File: config.mk
export PLATFORM = sky130hd
export DESIGN_NAME = serial_subtractor
export DESIGN_NICKNAME = d
export VERILOG_FILES = /design/src/rtl/serial_subtractor.sv
export SDC_FILE = /design/constraint.sdc
export NUM_CORES = 1
export LEC_CHECK = 0
export CORE_MARGIN = 2
export CORE_UTILIZATION = 54
export DETAILED_ROUTE_END_ITERATION = 7
export HOLD_SLACK_MARGIN = 0.15
export PLACE_DENSITY = 0.85
export SLEW_MARGIN = 20
export SYNTH_ARGS = -nofsm -noshare
export SYNTH_HDL_FRONTEND = slang
export SYNTH_SLANG_ARGS = --single-unit
export TNS_END_PERCENT = 50
File: constraint.sdc
create_clock -name clk -period 2.9 [get_ports clk]
set_input_delay 0.87 -clock clk [delete_from_list [all_inputs] [get_ports clk]]
set_output_delay 0.87 -clock clk [all_outputs]
set_load 0.05 [all_outputs]
File: src/rtl/serial_subtractor.sv
// Bit-serial unsigned subtractor: diff = a - b, LSB first, one bit per clock
// through a single full-subtractor cell and a borrow flip-flop.
//
//   state  | meaning
//   IDLE   | waiting for start; last result held on diff/bout
//   RUN    | one difference bit produced per clock (busy=1)
//   DONE   | result just presented, one-cycle done pulse; start may relaunch
module serial_subtractor #(
    parameter int WIDTH = 8
) (
    input  logic             clk,
    input  logic             reset,
    input  logic             start,
    input  logic [WIDTH-1:0] a,
    input  logic [WIDTH-1:0] b,
    output logic             busy,
    output logic             done,
    output logic [WIDTH-1:0] diff,
    output logic             bout
);

    localparam int CW = $clog2(WIDTH);

    typedef enum logic [1:0] {
        S_IDLE = 2'd0,
        S_RUN  = 2'd1,
        S_DONE = 2'd2
    } state_t;

    state_t           state_q, state_d;
    logic [WIDTH-1:0] a_sr_q, a_sr_d;
    logic [WIDTH-1:0] b_sr_q, b_sr_d;
    logic [WIDTH-1:0] res_sr_q, res_sr_d;
    logic             borrow_q, borrow_d;
    logic [CW-1:0]    count_q, count_d;
    logic [WIDTH-1:0] diff_q, diff_d;
    logic             bout_q, bout_d;

    logic cell_x, cell_y, cell_d, cell_bo;

    assign cell_x  = a_sr_q[0];
    assign cell_y  = b_sr_q[0];
    assign cell_d  = cell_x ^ cell_y ^ borrow_q;
    assign cell_bo = (~cell_x & cell_y) | (~(cell_x ^ cell_y) & borrow_q);

    always_ff @(posedge clk) begin
        if (reset) begin
            state_q  <= S_IDLE;
            a_sr_q   <= '0;
            b_sr_q   <= '0;
            res_sr_q <= '0;
            borrow_q <= 1'b0;
            count_q  <= '0;
            diff_q   <= '0;
            bout_q   <= 1'b0;
        end else begin
            state_q  <= state_d;
            a_sr_q   <= a_sr_d;
            b_sr_q   <= b_sr_d;
            res_sr_q <= res_sr_d;
            borrow_q <= borrow_d;
            count_q  <= count_d;
            diff_q   <= diff_d;
            bout_q   <= bout_d;
        end
    end

    always_comb begin
        state_d  = state_q;
        a_sr_d   = a_sr_q;
        b_sr_d   = b_sr_q;
        res_sr_d = res_sr_q;
        borrow_d = borrow_q;
        count_d  = count_q;
        diff_d   = diff_q;
        bout_d   = bout_q;

        unique case (state_q)
            S_IDLE, S_DONE: begin
                if (start) begin
                    a_sr_d   = a;
                    b_sr_d   = b;
                    borrow_d = 1'b0;
                    count_d  = '0;
                    state_d  = S_RUN;
                end else begin
                    state_d  = S_IDLE;
                end
            end
            S_RUN: begin
                a_sr_d   = a_sr_q >> 1;
                b_sr_d   = b_sr_q >> 1;
                res_sr_d = WIDTH'({cell_d, res_sr_q} >> 1);
                borrow_d = cell_bo;
                count_d  = count_q + CW'(1);
                // Last bit: publish the completed word and park the counter
                // at zero rather than letting it run past WIDTH-1.
                if (count_q == CW'(WIDTH - 1)) begin
                    diff_d  = res_sr_d;
                    bout_d  = cell_bo;
                    count_d = '0;
                    state_d = S_DONE;
                end
            end
            default: state_d = S_IDLE;
        endcase
    end

    assign busy = (state_q == S_RUN);
    assign done = (state_q == S_DONE);
    assign diff = diff_q;
    assign bout = bout_q;

endmodule

==> summary.md <==
| Metric | Value |
|---|---|
| CTS tree | `built` |
| Status | `finished clean` |
| Async set or reset register ratio after synthesis | `0%` |
| Share of synthesized area occupied by flip-flops and latches | `48.7%` |
| DIE AREA | `about 0.0033 mm²` |
| Pre-antenna DRT Iters | `4` |
| Layout cell share with drive strength beyond 1 | `6.10%` |
| Hold buffers post-CTS | `0` |
| Routed Antenna Nets | `0` |
| VDD IR-drop max | `0.000391 V` |
| Worst Path Arrival | `1.66 ns` |
| # diodes | `0` |
| Dpl ws | `roughly 0.52 ns` |
| Die Wd | `57.8 µm` |
| Final period util | `between 80% and 90%` |
| Die Y | `just under 60 µm` |
| Initial antenna violation count | `0` |
| Largest net degree at the start of global routing | `43` |
| Rows | `19` |
| Yosys top cell area share | `48.7%` |
| HPWL Detailed | `2.14 mm` |
| Post-synth net total | `211` |
| Top Usage Layer GRT | `met2` |
| H-tree depth | `2` |
| Crit path launch | `state_q[1]$_SDFFE_PP0P_` |
| FF-to-FF Start | `count_q[0]$_SDFFE_PP0P_` |
| Met3 Use GR | `4.02%` |
| WL final | `just over 3 mm` |
| CTS root buffer | `clkbuf_4` |
| Final setup viols | `0` |
| Final hold viol count | `0` |
| I/O Pins | `30` |
| Worst Setup Start Kind | `flip-flop` |
| Nets@finish | `235` |
| Met2 usage in global routing | `35.6%` |
| Area growth syn-to-layout | `19.7%` |
| Initial Utilization | `between 50% and 60%` |
| Clk buf depth | `2` |
| Most frequent cell after synthesis | `nand2_1` |
| Port Buffers | `29` |
| Measured slew at the worst slew-check pin | `0.741 ns` |
| Yosys warns | `0` |
| Post-synthesis cell type count | `23` |
| Vias per std cell | `5.55` |
| Top cell type by total area after synthesis | `dfxtp_1` |
| Pleak | `0.668 nW` |
| Slew Viols, Final | `0` |
| DR vias | `roughly 1.4k` |
| Seq. cell area | `approximately 760 µm²` |
| Final min period | `~2.5 ns` |
| Num CTS Buffers | `5` |
| GRT Util Overall | `about a fifth` |
| Core area | `approximately 0.0028 mm²` |
| RSZ-0062 raised after global routing | `no` |
| Critical path peak fanout | `4` |
| Data required, critical path | `2.03 ns` |
| Max-slew headroom | `50.6%` |
| Post-CTS sizing | `0` |
| Total of max-cap violations | `0` |
| DP Cell Count | `roughly 240` |
| Number of global-route vias before repair | `1243` |
| Met1 usage | `20.8%` |
| Final Worst Setup Slack | `0.371 ns` |
| Worst hold path class | `reg2reg` |
| Wire per inst | `12.6 µm` |
| Final std cells w/o fill | `244` |
| WS Path Type | `reg2out` |
| Gate Count Post-Synth | `189` |
| Area of the mapped netlist | `0.00156 mm²` |
| Area of the multi-input gates | `684 µm²` |
| Critical path endpoint category | `output pin` |
| First-pass GRT wire length | `5.02 mm` |
| Total grt overflow | `0` |
| Skew final | `0.00373 ns` |
| Power Dens Cells | `501 mW/mm²` |
| Sum Neg Setup Slack | `0 ns` |
| Hold Startpoint | `diff[4]$_SDFFE_PP0P_` |
| Post CTS Setup Buffer Count | `0` |
| Post-synth top flop | `dfxtp_1` |
| Clock input transition at the sequential cells of the worst setup and hold paths | `about 0.10 ns` |
| Syn avg cell area | `8.27 µm²` |
| GPL Wtd Cong | `0.737` |
| Fill cells | `236` |
| DRT iter0 DRCs | `27` |
| Fmax | `just under 400 MHz` |
| Clk sink count | `38` |
| Largest cells by area after synthesis | `dfxtp_1 (49%), nand2_1 (13%), a311oi_1 (7.8%)` |
| Synth Register Bits | `38` |
| Synth top cells by count | `nand2_1 (54), dfxtp_1 (38), a21oi_1 (20)` |
| DRC Markers | `0` |
| Number of enable flip-flop cells after synthesis | `0` |
| Clk_lat worst skew | `0.33 ns` |
flip-flops by register name, summed over array words and instances (netlist names):
signal / cells
a_sr_q: 8
b_sr_q: 8
borrow_q: 1
bout: 1
count_q: 3
diff: 8
res_sr_q: 7
state_q: 2
area by class of cell:
| type | instances | area share [%] |
|---|---|---|
| Sequential cell | 38 | 40.7 |
| Multi-Input combinational cell | 132 | 36.6 |
| Timing Repair Buffer | 33 | 17.7 |
| Clock buffer | 7 | 2.41 |
| Tap cell | 31 | 2.07 |
| Inverter | 3 | 0.602 |
power by group:
group | leakage, nW | switching (mW) | internal, mW
logic | 0.332 | 0.0712 | 0.0582
clock network | 0.0254 | 0.153 | 0.0914
registers | 0.310 | 0.0161 | 0.547
metal layers:
metal,share of wire (%),wire length (µm)
met1,41,1250
met2,52,1590
met3,4.8,147
met4,2.8,86
met5,0,0
metrics by stage:
stage	hold WS [ns]	power, mW	util [%]	instance area [µm²]
3_5_place_dp	0.454	0.705	66.2	1830
2_1_floorplan	0.437	0.666	-	1560
5_1_grt	0.492	0.982	67.8	1870
3_3_place_gp	0.440	0.698	66.2	1830
6_report	0.463	0.937	67.8	1870
4_1_cts	0.468	0.949	67.8	1870
final timing paths:
check,end,slack [ns],cells past startpoint
max,done,0.37,2
min,diff[4]$_SDFFE_PP0P_,0.46,2
max reg2reg,diff[6]$_SDFFE_PP0P_,1.14,5
min reg2reg,diff[4]$_SDFFE_PP0P_,0.46,2
cells by family after synthesis:
family | Yosys count | synth area share (%)
AOI/OAI and AO/OA | 38 | 16.7
adders and majority gates | 3 | 2.88
buffers and inverters | 19 | 7.53
DFF | 38 | 48.7
and+or+nand+nor | 91 | 24.3
critical path, cell delays in order (launching register included):
cell,delay [ns]
dfxtp_1,0.37
nor2b_1,0.15
clkdlybuf4s50_1,0.81
layout by cell type (no fill, tap or decap), drive strengths merged:
master / netlist / layout
nor2b: 2 / 2
fa: 1 / 1
inv: 3 / 3
nor4b: 1 / 1
dfxtp: 38 / 38
nand3b: 1 / 1
a21oi: 21 / 21
o21a: 1 / 1
nor2: 17 / 17
ha: 2 / 2
nand3: 13 / 13
clkdlybuf4s50: 0 / 28
nand2: 54 / 54
a31oi: 1 / 1
buf: 13 / 5
nand2b: 3 / 3
clkbuf: 3 / 7
a311oi: 15 / 15
Note: power is estimated with default switching activity, not from simulation.
==> RTL edit, RTL diff (same flow settings) <==
Reset style: asynchronous (`reset`), changed in one clocked block.
--- a/src/rtl/serial_subtractor.sv
+++ b/src/rtl/serial_subtractor.sv
@@ -45,3 +45,3 @@
 
-    always_ff @(posedge clk) begin
+    always_ff @(posedge clk or posedge reset) begin
         if (reset) begin
Check against the original RTL: differs if reset is asserted again (counterexample within 4 cycles, from zero or initial values and one cycle with reset high); with reset held inactive, the same outputs for 10 cycles.
==> RTL edit against the unedited design <==
Worst setup slack worse by 0.097 ns; count of clock-buffer cells in the layout stayed put; first-iteration DRC count is 63% higher; sequential cell count stayed put; routed wire length is 0.32% higher; utilization is 0.15 points lower; final area is 9.6% higher; area after synthesis is 8.5% higher; critical path type unchanged; global-route usage is 0.77 points higher; cell count is 9.8% lower; largest cell class unchanged.
Power is not compared: it rests on default switching activity, and its combinational part moved more than twofold at a synthesized area within 25%.
==> RTL edit: results <==
global_routing:
  grt_start_max_net_pins: 39
  grt_use_total: 0.204
  grt_pass1_wl_um: 5320
layout:
  num-multi-input-gates: 94
  drive_gt1_frac: 0.148
  layout.nonclk_buf_frac: 0.154
  fillCellCount: 253
  multi_input_area_um2: 647
  nets: 197
  multi_input_area_share: 0.316
  seq_area_frac: 0.464
  clk_share: 0.0293
  inverters: 5
  buffers: 31
drt:
  drtIter0Drc: 44
  vias: 1166
  wire_per_inst_um: 14.0
placed_design:
  place_area_mm2: 0.00199
  gp_congestion: 0.719
  dp_hpwl_um: 2160
  port_buffers: 29
yosys:
  syn_nets: 167
  async_reset_ff_frac: 1.00
  seq_area_frac_synth: 0.561
  synth_cell_types: 31
  ys_top_cells_by_count: "dfrtp_1 (38), nand2_1 (23), o22ai_1 (12)"
  synthTopCellsByArea: "dfrtp_1 (56%), mux2_4 (6.2%), nand2_1 (5.1%), o22ai_1 (4.4%), buf_6 (3.3%)"
setup_path:
  r2r-end: "diff[6]"
  crit_start: "state_q[1]"
  worstReg2RegStart: "count_q[1]"
  worstPathMaxFanout: 6
  rr_worst_depth: 4
  r2r_slack_ns: 1.36
sta:
  skew_ns: 0.00873
clock_network:
  clock_path_buffers: 2
  cts-root-buf: "clkbuf_4"
outcome:
  status: "complete, no violations"
worst_hold_path:
  hp-class: "reg2reg"
die:
  die_area_mm2: 0.00360
==> RTL edit: metal layers <==
metal | wire length (um) | global-route usage | part of all wire | up-vias
li1 | - | - | - | 559
met1 | 1340 | 0.245 | 0.43 | 564
met2 | 1580 | 0.343 | 0.51 | 37
met3 | 124 | 0.0519 | 0.040 | 6
met4 | 48 | 0.0921 | 0.016 | 0
met5 | 0 | 0 | 0 | -
==> RTL edit: kinds of logic after synthesis <==
logic type	after synthesis	share of synthesized area
and+or+nand+nor	56	0.178
DFF	38	0.561
AOI/OAI and AO/OA	25	0.0967
buffers and inverters	13	0.0576
muxes	10	0.0804
adders and majority gates	3	0.0266
==> RTL edit: stage by stage <==
stage / hold slack, ns / std cells / worst slack [ns]
floorplan: 0.446 / 145 / 0.821
global placement: 0.460 / 212 / 0.644
detailed placement: 0.471 / 212 / 0.592
CTS: 0.499 / 220 / 0.259
global route: 0.533 / 220 / 0.202
finish: 0.490 / 220 / 0.274
==> RTL edit: worst min-delay path by stage <==
stage                              to   startpoint  cells past startpoint
final                     res_sr_q[1]  res_sr_q[1]                      2
after global routing      res_sr_q[1]  res_sr_q[1]                      2
after CTS                 res_sr_q[1]  res_sr_q[1]                      2
after detailed placement  res_sr_q[1]  res_sr_q[1]                      2
after global placement    res_sr_q[1]  res_sr_q[1]                      2
after floorplan           res_sr_q[1]  res_sr_q[1]                      2
==> RTL edit: critical path: cells and delay by family, from the launching register on <==
family                 cells  cell delay, ns
and+or+nand+nor            1            0.16
buffers and inverters      1            0.80
DFF                        1            0.46
==> RTL edit: power by group <==
part	total, mW	internal [mW]	switching (mW)
clock network	0.288	0.118	0.171
logic	1.17	0.480	0.689
registers	0.946	0.784	0.162
